**src/rtl/button_debounce.sv**
```systemverilog
// Push-button conditioner: 2-FF synchroniser plus a stability-count debouncer that
// produces a clean pressed level and one-cycle press/release pulses.
//
// state        | meaning
// IDLE         | debounced released, synchronised input agrees
// PRESS_WAIT   | synchronised input pressed, counting towards acceptance
// PRESSED      | debounced pressed, synchronised input agrees
// RELEASE_WAIT | synchronised input released, counting towards acceptance
module button_debounce #(
    parameter int unsigned DEBOUNCE_CYCLES = 16,
    parameter int unsigned CNT_W           = 8,
    parameter bit          ACTIVE_LOW      = 1'b0
) (
    input  logic clk,
    input  logic rst,
    input  logic button_raw,
    output logic button_db,
    output logic press_pulse,
    output logic release_pulse,
    output logic busy
);

    typedef enum logic [1:0] {
        IDLE         = 2'd0,
        PRESS_WAIT   = 2'd1,
        PRESSED      = 2'd2,
        RELEASE_WAIT = 2'd3
    } state_t;

    localparam logic [CNT_W-1:0] CNT_LAST = CNT_W'(DEBOUNCE_CYCLES - 1);
    localparam logic [CNT_W-1:0] CNT_ONE  = CNT_W'(1);

    logic             sync1_q, sync2_q;
    state_t           state_q, state_d;
    logic [CNT_W-1:0] cnt_q, cnt_d;
    logic             db_q, db_d;
    logic             press_q, press_d;
    logic             release_q, release_d;
    logic             busy_q, busy_d;
    logic             s;

    always_ff @(posedge clk or negedge rst) begin
        if (!rst) begin
            sync1_q <= 1'b0;
            sync2_q <= 1'b0;
        end else begin
            sync1_q <= button_raw ^ ACTIVE_LOW;
            sync2_q <= sync1_q;
        end
    end

    assign s = sync2_q;

    // Outputs are computed from the next state so they are registered alongside it.
    always_comb begin
        state_d   = state_q;
        cnt_d     = cnt_q;
        db_d      = db_q;
        press_d   = 1'b0;
        release_d = 1'b0;
        unique case (state_q)
            IDLE: begin
                if (s) begin
                    state_d = PRESS_WAIT;
                    cnt_d   = CNT_ONE;
                end else begin
                    cnt_d   = '0;
                end
            end
            PRESS_WAIT: begin
                if (!s) begin
                    state_d = IDLE;
                    cnt_d   = '0;
                end else if (cnt_q == CNT_LAST) begin
                    state_d = PRESSED;
                    cnt_d   = '0;
                    db_d    = 1'b1;
                    press_d = 1'b1;
                end else begin
                    cnt_d   = cnt_q + CNT_ONE;
                end
            end
            PRESSED: begin
                if (!s) begin
                    state_d = RELEASE_WAIT;
                    cnt_d   = CNT_ONE;
                end
            end
            RELEASE_WAIT: begin
                if (s) begin
                    state_d   = PRESSED;
                    cnt_d     = '0;
                end else if (cnt_q == CNT_LAST) begin
                    state_d   = IDLE;
                    cnt_d     = '0;
                    db_d      = 1'b0;
                    release_d = 1'b1;
                end else begin
                    cnt_d     = cnt_q + CNT_ONE;
                end
            end
            default: begin
                state_d = IDLE;
                cnt_d   = '0;
                db_d    = 1'b0;
            end
        endcase
        busy_d = (state_d == PRESS_WAIT) || (state_d == RELEASE_WAIT);
    end

    always_ff @(posedge clk or negedge rst) begin
        if (!rst) begin
            state_q   <= IDLE;
            cnt_q     <= '0;
            db_q      <= 1'b0;
            press_q   <= 1'b0;
            release_q <= 1'b0;
            busy_q    <= 1'b0;
        end else begin
            state_q   <= state_d;
            cnt_q     <= cnt_d;
            db_q      <= db_d;
            press_q   <= press_d;
            release_q <= release_d;
            busy_q    <= busy_d;
        end
    end

    assign button_db     = db_q;
    assign press_pulse   = press_q;
    assign release_pulse = release_q;
    assign busy          = busy_q;

endmodule
```
**config.mk**
```make
export PLATFORM = sky130hd
export DESIGN_NAME = button_debounce
export DESIGN_NICKNAME = d
export VERILOG_FILES = /design/src/rtl/button_debounce.sv
export SDC_FILE = /design/constraint.sdc
export NUM_CORES = 1
export LEC_CHECK = 0
export ABC_AREA = 1
export BUFFER_PORTS_ARGS = -buffer_cell sky130_fd_sc_hd__clkbuf_2
export CAP_MARGIN = 25
export CORE_UTILIZATION = 49
export CTS_BUF_LIST = sky130_fd_sc_hd__clkbuf_4 sky130_fd_sc_hd__clkbuf_8 sky130_fd_sc_hd__clkbuf_16
export DETAILED_ROUTE_END_ITERATION = 8
export PLACE_DENSITY = 0.72
export SYNTH_ARGS = -nofsm -noshare
export SYNTH_HDL_FRONTEND = slang
export SYNTH_SLANG_ARGS = --single-unit
export TNS_END_PERCENT = 20
```
**constraint.sdc**
```tcl
create_clock -name clk -period 1.3 [get_ports clk]
set_clock_uncertainty 0.15 [all_clocks]
set_input_delay 0.065 -clock clk [delete_from_list [all_inputs] [get_ports clk]]
set_output_delay 0.065 -clock clk [all_outputs]
set_load 0.01 [all_outputs]
```
==> results of run 1 <==
## through the flow
stage / total power [mW] / cells
3_3_place_gp: 0.541 / 115
5_1_grt: 0.867 / 124
4_1_cts: 0.839 / 123
6_report: 0.835 / 124
2_1_floorplan: 0.514 / 86
3_5_place_dp: 0.542 / 115
## worst max-delay path, cell delays in order (launching register included)
cell	delay, ps
dfrtp_1	420
ha_4	180
buf_4	130
nand2_2	70
inv_2	50
a21oi_2	110
nand3_1	80
o21ai_1	80
## sequential cells by signal (all words and copies together), names as in the netlist
register	count
release_pulse	1
button_db	1
press_pulse	1
state_q	2
cnt_q	8
s	1
sync1_q	1
## final cells by class
type / count / area (sq um)
clock buffers: 4 / 30.0
fillers: 100 / 367
inverters: 15 / 56.3
multi-input cells: 56 / 354
flip-flops and latches: 15 / 375
well taps: 15 / 18.8
repair buffers: 19 / 133
## where the power goes
part           internal (mW)  switching, mW
clock network          0.140          0.145
registers              0.475         0.0105
logic                 0.0299         0.0341
total                  0.645          0.190
## repair_timing
action | 4_1_cts | 5_1_grt
setup buffers | 2 | 1
gates resized for setup | 5 | 12
hold endpoints to repair | 16 | 0
setup endpoints to repair | 8 | 11
hold buffers | 2 | 0
pin swaps | 4 | 5
## layout by cell type (no fill, tap or decap), drive strengths merged
cell / netlist / final
nand2: 25 / 25
xor2: 1 / 1
nand3b: 1 / 1
nand4: 1 / 1
a21oi: 4 / 4
clkbuf: 0 / 10
nor2: 8 / 8
inv: 15 / 15
o31ai: 1 / 1
o21ai: 5 / 5
dfrtp: 15 / 15
nand3: 8 / 8
dlygate4sd3: 0 / 2
a21boi: 1 / 1
ha: 1 / 1
buf: 0 / 11
## worst max path at each step
stage / start / to / cells past startpoint
after global routing: cnt_q[1] / cnt_q[6] / 7
final: cnt_q[1] / cnt_q[6] / 7
after detailed placement: cnt_q[1] / state_q[1] / 6
after floorplan: cnt_q[0] / state_q[1] / 6
after global placement: cnt_q[0] / state_q[1] / 6
after CTS: cnt_q[0] / state_q[1] / 6
## per-layer routing
layer / vias to the layer above / wire length (um) / GRT usage [%]
li1: 318 / - / -
met1: 295 / 641 / 28.3
met2: 20 / 732 / 34.1
met3: 4 / 56 / 3.33
met4: 0 / 17 / 10.0
met5: - / 0 / 0
## cell families (layout without fill, tap and decap cells)
kind of cell / Yosys count / count (layout) / share of synthesized area (%)
and+or+nand+nor: 43 / 43 / 28.3
DFF: 15 / 15 / 51.7
buffers and inverters: 15 / 38 / 7.76
AOI/OAI and AO/OA: 11 / 11 / 9.31
adders and majority gates: 1 / 1 / 1.72
xor gates and xnor gates: 1 / 1 / 1.21
==> flow_metrics.tcl, run 1 <==
set metrics [dict create \
    core_area_sq_um 1330 \
    hold_violations 0 \
    dpl_worst_slack_ps -48.8 \
    cp-end-kind "flop" \
    clock.fmax_ghz 0.742 \
    fin_ws_ps -47.4 \
    antenna_found_initial 0 \
    timing.rr.start "cnt_q[1]" \
    hpwlAfterDp_um 985 \
    grt_pass1_vias 552 \
    drt_first_pass_iters 4 \
    required_ps 1360 \
    synth_top_area_share_pct 51.7 \
    syn_avg_cell_area_sq_um 8.44 \
    hold_ws_ps 65.3 \
    synth_top_cell_by_area "dfrtp_1" \
    finalCriticalPeriod_ps 1350 \
    clk_latency_ps 280 \
    worstRegToRegCells 7 \
    outcome "finished, violations left" \
    gr-total-overflow 0 \
    setup_tns_ps -139 \
    critPathKind "reg2reg" \
    synth_seq_cells 15 \
    p_leak_nw 0.499 \
    period_share_pct 104 \
    crit_fanout 2 \
    cp.arrival_ps 1410 \
    cts_tree "built" \
    worstHoldPathType "in2async" \
    area_growth_pct 33.3 \
    final_core_util_pct 72.5 \
    synth_edf_count 0 \
    max_cap_viol_count 0 \
    final_cell_area_sq_um 967 \
    grt_pass1_wl_um 2280 \
    numCtsBuffers 3 \
    diodes 0 \
    gp_congestion 0.819 \
    ys_top_cells_by_area "dfrtp_1, nand2_1, inv_1" \
    final-setup-viol-count 6 \
    synth_nets 90 \
    die-area_sq_um 1640 \
    vias 637 \
    rows 13 \
    htree_levels 1 \
    synth_common_cells "nand2_1, dfrtp_1, inv_1, nand3_1, nor2_1" \
    critPathLaunchType "flop" \
    drt_iter0_markers 19 \
    rrSetupSlack_ps -50 \
    drive_gt1_share_pct 39.4 \
    io_buffers 6 \
    synth-main-ff-cell "dfrtp_1" \
    maxSlewViolCount 0 \
    placed_area_sq_um 840 \
    synth_seq_area_share_pct 51.7 \
    totalWireLength_um 1450 \
    drc 0 \
    grt_util_all_layers_pct 21.5 \
    via_per_inst 5.14 \
    async_flop_share_pct 100 \
    cts_buffer_depth 2 \
    syn_area_sq_um 726 \
    rsz0062_at_grt "true" \
    rr_endpoint "cnt_q[6]" \
    synth_cell_types 20 \
    nNetsFinal 114 \
    cts-root-buf "clkbuf_4" \
    fp.dieW_um 40.5 \
    ys_warn_count 0 \
    ios 7 \
    ir_drop_mv 0.690 \
    dieHeight_um 40.5 \
    antenna_left 0 \
    synthCells 86 \
    initial_utilization_pct 54.4 \
    cts_sinks 15 \
    violations "setup timing" \
    worstMarginPinSlew_ps 355 \
    grt_max_degree 16 \
    synth_most_common_cell "nand2_1" \
    routedWlPerCell_um 11.7 \
    slew-limit-headroom_pct 76.4 \
    clkTransAtPathRegs_ps 90 \
    cellPowerDensity_nw_per_um2 863 \
]
No activity file was read; power rests on OpenSTA's default activity.
==> inputs of run 2 (changes only) <==
Settings changed: CAP_MARGIN 25 to 5, CORE_MARGIN set to 8.
==> flow_metrics.tcl, run 2 (synthesized netlist as in run 1, its figures left out) <==
set metrics [dict create \
    io_buffers 6 \
    clk_latency_ps 280 \
    clkTransAtPathRegs_ps 80 \
    slew-limit-headroom_pct 75.7 \
    rr_endpoint "cnt_q[7]" \
    antenna_left 0 \
    critPathKind "reg2reg" \
    max_cap_viol_count 0 \
    ir_drop_mv 0.625 \
    mostFrequentLayoutCell "nand2_1" \
    diodes 0 \
    ios 7 \
    totalWireLength_um 1460 \
    outcome "finished, violations left" \
    worstRegToRegCells 6 \
    maxSlewViolCount 0 \
    drive_gt1_share_pct 36.7 \
    cellPowerDensity_nw_per_um2 876 \
    gp_congestion 0.815 \
    reg_top3 "cnt_q x8, state_q x2" \
    final_cell_area_sq_um 948 \
    cp.buffers_inverters 0 \
    grt_util_all_layers_pct 11.9 \
    largest_register_ff_count 8 \
    fin_ws_ps -34.0 \
    violations "setup timing" \
    rows 14 \
    fp.dieW_um 54.5 \
    initial_utilization_pct 49.9 \
    setup_tns_ps -134 \
    clock.fmax_ghz 0.750 \
    vias 602 \
    worstMarginPinSlew_ps 365 \
    rsz0062_at_grt "true" \
    crit_chain "ha_4 -> nand3_4 -> nor2_4 -> nor2_4 -> nand2_1 -> a21oi_2" \
    antenna_found_initial 0 \
    hold_violations 0 \
    timing.rr.start "cnt_q[1]" \
    drc 0 \
    cts-root-buf "clkbuf_4" \
    period_share_pct 103 \
    die-area_sq_um 2970 \
    core_area_sq_um 1450 \
    grt_max_degree 16 \
    cts_tree "built" \
    slowest_delay_ps 420 \
    gr-total-overflow 0 \
    cp-end-kind "flop" \
    rrSetupSlack_ps -30 \
    mostFrequentLayoutCells "nand2_1, dfrtp_1, inv_1" \
    p_leak_nw 0.497 \
    dp_cells 116 \
    dpl_worst_slack_ps -80.2 \
    htree_levels 1 \
    critPathTopFamily "flip-flops" \
    required_ps 1370 \
    grt_pass1_wl_um 2480 \
    routedWlPerCell_um 11.6 \
    numCtsBuffers 3 \
    nNetsFinal 114 \
    crit_fanout 5 \
    finalCriticalPeriod_ps 1330 \
    grt_pass1_vias 588 \
    fillers 119 \
    drt_first_pass_iters 4 \
    critPathLaunchType "flop" \
    cp.arrival_ps 1400 \
    hold_ws_ps 68.9 \
    dieHeight_um 54.5 \
    cts_buffer_depth 2 \
    drt_iter0_markers 13 \
    worstHoldPathType "in2async" \
    area_growth_pct 30.7 \
    regMostFlops "cnt_q" \
    placed_area_sq_um 841 \
    stdcell_count 125 \
    hpwlAfterDp_um 1050 \
    final-setup-viol-count 6 \
    via_per_inst 4.82 \
    slowest_stage "dfrtp_1" \
    cts_sinks 15 \
    cp_common_cell "nor2_4" \
]
==> run 2: area by class of cell <==
cell class              count  area, sq um  share of cell area, %
well taps                  16         20.0                   2.11
repair buffers             19          133                   14.0
flip-flops and latches     15          377                   39.7
multi-input cells          56          333                   35.1
inverters                  15         56.3                   5.94
clock buffers               4         30.0                   3.17
==> run 2: through the flow <==
| step | util (%) | total power [mW] |
|---|---|---|
| floorplan | - | 0.514 |
| global placement | 57.8 | 0.540 |
| detailed placement | 57.8 | 0.542 |
| CTS | 63.1 | 0.836 |
| global route | 65.2 | 0.877 |
| finish | 65.2 | 0.831 |
==> run 2: layer usage <==
| metal | wire length, um | share of wire, % | global-route usage, % | vias to the layer above |
|---|---|---|---|---|
| li1 | - | - | - | 314 |
| met1 | 644 | 44 | 13.3 | 278 |
| met2 | 736 | 51 | 19.7 | 8 |
| met3 | 61 | 4.2 | 4.89 | 2 |
| met4 | 13 | 0.89 | 4.92 | 0 |
| met5 | 0 | 0 | 0 | - |
==> run 2: where the power goes <==
| group | internal (mW) | total (mW) | switching (mW) |
|---|---|---|---|
| registers | 0.475 | 0.485 | 0.0100 |
| clock network | 0.140 | 0.281 | 0.140 |
| logic | 0.0313 | 0.0647 | 0.0334 |
| total | 0.647 | 0.831 | 0.184 |
==> run 2: worst max-delay path by stage <==
stage / startpoint / end / cells past startpoint
floorplan: cnt_q[0] / state_q[1] / 6
global placement: cnt_q[1] / state_q[1] / 6
detailed placement: cnt_q[1] / state_q[1] / 6
CTS: cnt_q[0] / cnt_q[0] / 6
global route: cnt_q[1] / state_q[1] / 6
finish: cnt_q[1] / cnt_q[7] / 6
==> run 2: timing repair <==
item                                    4_1_cts  5_1_grt
pin swaps                                     2        3
endpoints found under the hold margin        16        0
hold buffers                                  2        0
endpoints found under the setup margin        9       11
setup buffers                                 2        1
gates resized for setup                       5        8
